==> config.mk <==
export PLATFORM = sky130hd
export DESIGN_NAME = fetch_flat
export DESIGN_NICKNAME = d
export VERILOG_FILES = /design/src/rtl/fetch_pkg.sv /design/src/rtl/fetch_if.sv /design/src/rtl/fetch.sv /design/src/flat_wrapper.sv
export SDC_FILE = /design/constraint.sdc
export NUM_CORES = 1
export LEC_CHECK = 0
export CORE_MARGIN = 4
export CORE_UTILIZATION = 30
export DETAILED_ROUTE_END_ITERATION = 8
export GPL_TIMING_DRIVEN = 0
export MAX_ROUTING_LAYER = met4
export PLACE_DENSITY = 0.47
export SYNTH_ARGS = -nofsm -noshare
export SYNTH_HDL_FRONTEND = slang
export SYNTH_SLANG_ARGS = --single-unit
==> constraint.sdc <==
create_clock -name clk -period 5.1 [get_ports clk]
set_clock_uncertainty 0.05 [all_clocks]
set_input_delay 1.02 -clock clk [delete_from_list [all_inputs] [get_ports clk]]
set_output_delay 1.02 -clock clk [all_outputs]
set_load 0.02 [all_outputs]
==> src/rtl/fetch_pkg.sv <==
// Shared constants, the fetch word record and branch/jump target helpers
// for the instruction-fetch stage.
package fetch_pkg;

  localparam logic [31:0] RESET_PC_DEFAULT = 32'h0040_0000;
  localparam logic [31:0] NOP_INSTR        = 32'h0000_0000;

  // Field positions of the I-type immediate and J-type target.
  localparam int IMM_MSB = 15;
  localparam int TGT_MSB = 25;

  typedef struct packed {
    logic [31:0] pc;
    logic [31:0] instr;
  } fetch_word_t;

  function automatic logic [31:0] jump_dest(input logic [31:0] pc_p4,
                                            input logic [31:0] instr);
    return {pc_p4[31:28], instr[TGT_MSB:0], 2'b00};
  endfunction

  function automatic logic [31:0] branch_dest(input logic [31:0] pc_p4,
                                              input logic [31:0] instr);
    return pc_p4 + {{14{instr[IMM_MSB]}}, instr[IMM_MSB:0], 2'b00};
  endfunction

endpackage

==> src/rtl/fetch_if.sv <==
// Instruction-memory request/response bus between fetch (master) and
// instruction memory (slave).
interface fetch_if;

  logic        imem_req;
  logic [31:0] imem_addr;
  logic        imem_gnt;
  logic        imem_rvalid;
  logic [31:0] imem_rdata;

  modport master (
    output imem_req, imem_addr,
    input  imem_gnt, imem_rvalid, imem_rdata
  );

  modport slave (
    input  imem_req, imem_addr,
    output imem_gnt, imem_rvalid, imem_rdata
  );

endinterface

==> src/rtl/fetch.sv <==
// MIPS instruction-fetch stage: fetch PC, single outstanding imem request,
// one-entry skid buffer, IF/ID register and delay-slot redirect handling.
module fetch
  import fetch_pkg::*;
#(
  parameter logic [31:0] RESET_PC = RESET_PC_DEFAULT
) (
  input  logic        clk,
  input  logic        rst_n,
  input  logic        stall,
  input  logic        jump_branch,
  input  logic        jump_target,
  input  logic        jump_reg,
  input  logic [31:0] jr_pc,
  fetch_if.master     imem,
  output logic [31:0] pc_id,
  output logic [31:0] instr_id,
  output logic        valid_id
);

  logic        run;
  logic [31:0] fpc;
  logic        out_pend;
  logic [31:0] out_pc;
  logic        skid_v;
  fetch_word_t skid;
  logic        redir_pend;
  logic [31:0] redir_tgt;

  logic        id_acc;
  logic        resp;
  logic        grant;
  logic        fire;
  logic        case_a;
  logic        case_b;
  logic [31:0] pc_id_p4;
  logic [31:0] pc_id_p8;
  logic [31:0] target;

  assign id_acc = ~valid_id | ~stall;
  // A response only counts while a request is outstanding; strays are dropped.
  assign resp   = imem.imem_rvalid & out_pend;

  assign imem.imem_req = run & ~skid_v & (~out_pend | (resp & id_acc));
  assign grant         = imem.imem_req & imem.imem_gnt;

  assign pc_id_p4 = pc_id + 32'd4;
  assign pc_id_p8 = pc_id + 32'd8;

  assign fire   = valid_id & ~stall & (jump_reg | jump_target | jump_branch);
  assign case_a = fire & (fpc == pc_id_p4);
  assign case_b = fire & (fpc == pc_id_p8);

  always_comb begin
    // NOTE: every always_comb output gets a default first so no latch is inferred.
    target = branch_dest(pc_id_p4, instr_id);
    if (jump_reg) begin
      target = jr_pc;
    end else if (jump_target) begin
      target = jump_dest(pc_id_p4, instr_id);
    end
  end

  // Delay slot already in flight: the target goes out on the bus right now.
  assign imem.imem_addr = case_b ? target : fpc;

  always_ff @(posedge clk or negedge rst_n) begin
    if (!rst_n) begin
      run        <= 1'b0;
      fpc        <= RESET_PC;
      redir_pend <= 1'b0;
      redir_tgt  <= 32'h0;
      out_pend   <= 1'b0;
      out_pc     <= 32'h0;
    end else begin
      // NOTE: sequential state uses non-blocking assignments only.
      run <= 1'b1;
      if (case_b) begin
        fpc <= grant ? target + 32'd4 : target;
      end else if (case_a) begin
        if (grant) begin
          fpc <= target;
        end else begin
          redir_pend <= 1'b1;
          redir_tgt  <= target;
        end
      end else if (grant) begin
        if (redir_pend) begin
          fpc        <= redir_tgt;
          redir_pend <= 1'b0;
        end else begin
          fpc <= fpc + 32'd4;
        end
      end

      if (grant) begin
        out_pend <= 1'b1;
        out_pc   <= imem.imem_addr;
      end else if (resp) begin
        out_pend <= 1'b0;
      end
    end
  end

  always_ff @(posedge clk or negedge rst_n) begin
    if (!rst_n) begin
      skid_v   <= 1'b0;
      // NOTE: the skid payload is reset too so no X can ever reach ID.
      skid     <= '0;
      valid_id <= 1'b0;
      pc_id    <= 32'h0;
      instr_id <= NOP_INSTR;
    end else begin
      if (resp && !id_acc) begin
        skid_v <= 1'b1;
        skid   <= '{pc: out_pc, instr: imem.imem_rdata};
      end

      // Skid buffer and response never coexist, since a full skid blocks requests.
      if (id_acc) begin
        if (skid_v) begin
          valid_id <= 1'b1;
          pc_id    <= skid.pc;
          instr_id <= skid.instr;
          skid_v   <= 1'b0;
        end else if (resp) begin
          valid_id <= 1'b1;
          pc_id    <= out_pc;
          instr_id <= imem.imem_rdata;
        end else begin
          valid_id <= 1'b0;
          instr_id <= NOP_INSTR;
        end
      end
    end
  end

endmodule

==> src/flat_wrapper.sv <==
// flat-port wrapper written by rule: the top's interface ports become plain ports
module fetch_flat import fetch_pkg::*;
#(
  parameter logic [31:0] RESET_PC = RESET_PC_DEFAULT
)
  (clk, rst_n, stall, jump_branch, jump_target, jump_reg, jr_pc, pc_id, instr_id, valid_id, imem_imem_req, imem_imem_addr, imem_imem_gnt, imem_imem_rvalid, imem_imem_rdata);
  fetch_if imem_i ();
  input  logic clk;
  input  logic rst_n;
  input  logic stall;
  input  logic jump_branch;
  input  logic jump_target;
  input  logic jump_reg;
  input  logic [31:0] jr_pc;
  output logic [31:0] pc_id;
  output logic [31:0] instr_id;
  output logic valid_id;
  output wire logic [$bits(imem_i.imem_req)-1:0] imem_imem_req;
  output wire logic [$bits(imem_i.imem_addr)-1:0] imem_imem_addr;
  input wire logic [$bits(imem_i.imem_gnt)-1:0] imem_imem_gnt;
  input wire logic [$bits(imem_i.imem_rvalid)-1:0] imem_imem_rvalid;
  input wire logic [$bits(imem_i.imem_rdata)-1:0] imem_imem_rdata;
  assign imem_imem_req = imem_i.imem_req;
  assign imem_imem_addr = imem_i.imem_addr;
  assign imem_i.imem_gnt = imem_imem_gnt;
  assign imem_i.imem_rvalid = imem_imem_rvalid;
  assign imem_i.imem_rdata = imem_imem_rdata;
  fetch #(.RESET_PC(RESET_PC)) u_core (.clk(clk), .rst_n(rst_n), .stall(stall), .jump_branch(jump_branch), .jump_target(jump_target), .jump_reg(jump_reg), .jr_pc(jr_pc), .imem(imem_i), .pc_id(pc_id), .instr_id(instr_id), .valid_id(valid_id));
endmodule
==> flow_metrics.py <==
metrics = {
    "sta": {
        "hold_viol": 0,
        "fmax_mhz": 171,
        "worst_slew_pin_slew_ps": 1110,
        "relSlewSlack": 0.254,
        "slew_violations": 0,
        "fin_crit_ps": 5850,
        "setup_violations": 34,
        "rsz0062_at_grt": "yes",
        "fin_crit_sh": 1.15,
        "setup_ws_ps": -755,
        "fin_setup_tns_ps": -10840,
    },
    "synth": {
        "ys_seq_area_frac": 0.360,
        "synth_cell_types": 83,
        "synth_warnings": 0,
        "synth-main-ff-cell": "dfrtp_1",
        "synth_top_area_share": 0.358,
        "synth_area_sq_mm": 0.0159,
        "synth_nets": 1954,
        "avgSynthCellArea_sq_um": 8.64,
        "ys_async_sr_fraction": 1.00,
        "synth-seq-cells": 229,
        "synth-edff-count": 0,
        "syn_inst": 1844,
        "synth_area_leader_cell": "dfrtp_1",
        "yosys-top-cells-area": "dfrtp_1, nand2_1, mux2_2",
    },
    "status": {
        "status": "finished with violations",
        "violations": "negative setup slack",
    },
    "cts": {
        "htreeDepth": 1,
        "clock-sinks": 229,
        "clockRootBuffer": "clkbuf_16",
        "clk_path_buf_depth": 3,
        "cts_hold_buf": 0,
        "clk_latency_ps": 590,
        "cts_made_buffers": 30,
        "cts_tree": "built",
        "clk_pin_slew_ps": 60,
    },
    "power_and_ir_drop": {
        "ir_drop_mv": 0.308,
        "power.density_mw_per_mm2": 467,
        "leakagePower_nw": 9.34,
    },
    "critical_path": {
        "rrSetupSlack_ps": -380,
        "cp_max_fo": 8,
        "critPathMostFrequentCell": "nand2_2",
        "path_buf_inv": 2,
        "arrival_ps": 4780,
        "cp-start-kind": "flop",
        "reg2reg_to": "u_core.fpc[31]",
        "r2r-start": "u_core.pc_id[3]",
        "worstSetupEndpointType": "output port",
        "path_class": "flop to output port",
        "crit_chain": "ha_4, nand2_4, nor4_4, buf_4, nand2_2, xnor2_4, ha_2, a21o_1, o21bai_1, a221oi_4, nand2_2, a21oi_4, o211ai_1, xnor2_1, nor2_2, xnor2_2, o21ai_2, mux2_4, buf_6",
        "max_stage_delay_ps": 440,
        "crit_cells": 19,
        "cpMaxStageDelayCell": "dfrtp_2",
        "cpLargestDelayFamily": "compound AO/OA/AOI/OAI gates",
        "r2r.worst_path.cells": 28,
        "worstPathRequired_ps": 4030,
    },
    "detailed_routing": {
        "drt_wl_total_um": 70100,
        "postRouteAntennaNets": 0,
        "vias_per_cell": 5.43,
        "dr.pass1.iters": 5,
        "vias": 15700,
        "wire_per_inst_um": 24.2,
        "drt_iter0_drc": 1168,
        "drc": 0,
    },
    "final_layout": {
        "nets": 2298,
        "multi_input_area_sq_mm": 0.0112,
        "ff_latch_area_sq_mm": 0.00575,
        "final_area_sq_mm": 0.0227,
        "utilization": 0.432,
        "nFillCells": 5108,
        "stdcell_count": 2898,
        "layout-drive-gt1-share": 0.266,
        "area_growth_pct": 42.3,
    },
    "grt": {
        "grt.total_usage": 0.245,
        "first_global_vias": 15700,
        "grt_max_degree": 89,
        "antenna_found_initial": 1,
        "gr-total-overflow": 0,
        "grt_pass1_wl_um": 103000,
    },
    "run": {
        "cap_violations": 0,
    },
    "die": {
        "pin_count": 170,
        "die_area_sq_mm": 0.0569,
        "fp.dieW_um": 238,
        "coreArea_sq_mm": 0.0526,
        "fp.dieH_um": 238,
        "num_rows": 84,
        "start_util": 0.303,
    },
    "placed_design": {
        "dp_hpwl_um": 52600,
        "port_buffers": 169,
        "dp_cells": 2704,
        "place_congestion": 0.953,
        "placed_cell_area_sq_mm": 0.0186,
    },
    "hold_path": {
        "min_path_type": "primary input to async pin",
    },
}
==> cells by family (layout without fill, tap and decap cells) <==
group / Yosys count / after routing / share of synthesized area
buffers and inverters: 172 / 537 / 0.0443
multiplexers: 179 / 179 / 0.120
flip-flops: 229 / 229 / 0.360
other: 1 / 2 / 0.000235
adder cells (fa/ha/maj): 39 / 39 / 0.0309
AND/OR/NAND/NOR: 664 / 664 / 0.199
XOR/XNOR: 157 / 157 / 0.0863
AO/OA/AOI/OAI: 403 / 403 / 0.160
==> cell usage after synthesis (all sizes together), types with 10 or more instances <==
master,instances
nand2,331
dfrtp,228
o21ai,129
clkbuf,105
nor2,98
mux2,96
a21oi,85
mux2i,83
xnor2,83
xor2,74
o211ai,55
nand3,49
buf,40
ha,37
o31ai,36
nand4,28
inv,27
nor3,26
and3,24
a21o,17
nor4,16
and2,15
nor3b,13
o22ai,12
or3,11
and4,10
nand2b,10
==> cell usage in the layout (no fill, tap or decap), drive strengths merged, types with 9 or more instances in the layout <==
master	instances
ha	37
a21oi	85
or3	11
a21o	17
xnor2	83
xor2	74
nand3	49
nor3b	13
nand4	28
mux2	96
nand2	331
a31oi	9
buf	235
inv	27
o211ai	55
nor2	98
clkdlybuf4s50	134
o22ai	12
and4	10
nor3	26
o21ai	129
and2	15
nand2b	10
o31ai	36
dfrtp	228
clkbuf	129
and3	24
mux2i	83
nor4	16
==> worst max path at each step <==
stage                startpoint            endpoint  slack (ps)
2_1_floorplan   u_core.pc_id[5]  imem_imem_addr[31]         -50
5_1_grt        u_core.pc_id[11]  imem_imem_addr[31]        -900
4_1_cts         u_core.pc_id[3]  imem_imem_addr[31]        -740
6_report        u_core.pc_id[3]  imem_imem_addr[31]        -750
3_3_place_gp              rst_n     u_core.pc_id[4]       -8520
3_5_place_dp    u_core.pc_id[4]  imem_imem_addr[31]       -2400
==> repair_timing <==
| item | 4_1_cts | 5_1_grt |
|---|---|---|
| gates cloned | 0 | 2 |
| setup endpoints to repair | 77 | 40 |
| pin swaps | 98 | 66 |
| buffers inserted | 126 | 46 |
| resized for setup | 463 | 130 |
==> per-layer routing <==
| metal | share of wire | routed length, um | track usage | up-vias |
|---|---|---|---|---|
| li1 | - | - | - | 7229 |
| met2 | 0.46 | 32300 | 0.382 | 522 |
| met3 | 0.056 | 3950 | 0.0291 | 114 |
| met1 | 0.45 | 31300 | 0.333 | 7859 |
| met4 | 0.038 | 2630 | 0.0841 | 0 |
| met5 | 0 | 0 | - | - |
==> power breakdown <==
group          switching (mW)  leakage, nW  total [mW]  internal (mW)
combinational            3.16         6.03        5.67           2.51
clock                   0.859        0.454        2.05           1.19
sequential              0.560         2.86        2.89           2.33
==> registers in the layout (all words and copies together) (netlist names) <==
register / flops
u_core.fpc: 32
u_core.instr_id: 32
u_core.out_pc: 32
u_core.out_pend: 1
u_core.pc_id: 32
u_core.redir_pend: 1
u_core.redir_tgt: 32
u_core.run: 1
u_core.skid: 64
u_core.skid_v: 1
u_core.valid_id: 1
==> area by class of cell <==
type,instances,area share
Multi-Input combinational cell,1443,0.492
Clock inverter,10,0.00436
Inverter,27,0.00447
Sequential cell,229,0.253
Buffer,118,0.0257
Clock buffer,43,0.0370
Antenna cell,1,0.000110
Timing Repair Buffer,339,0.145
Tap cell,688,0.0380
==> through the flow <==
stage	hold WS (ps)	worst slack, ps	power, mW
detailed placement	412	-2400	7.28
finish	356	-755	10.6
floorplan	388	-52.1	5.52
CTS	363	-738	10.3
global route	387	-898	11.2
global placement	412	-8520	7.25
Power figures use the tool's default switching activity.
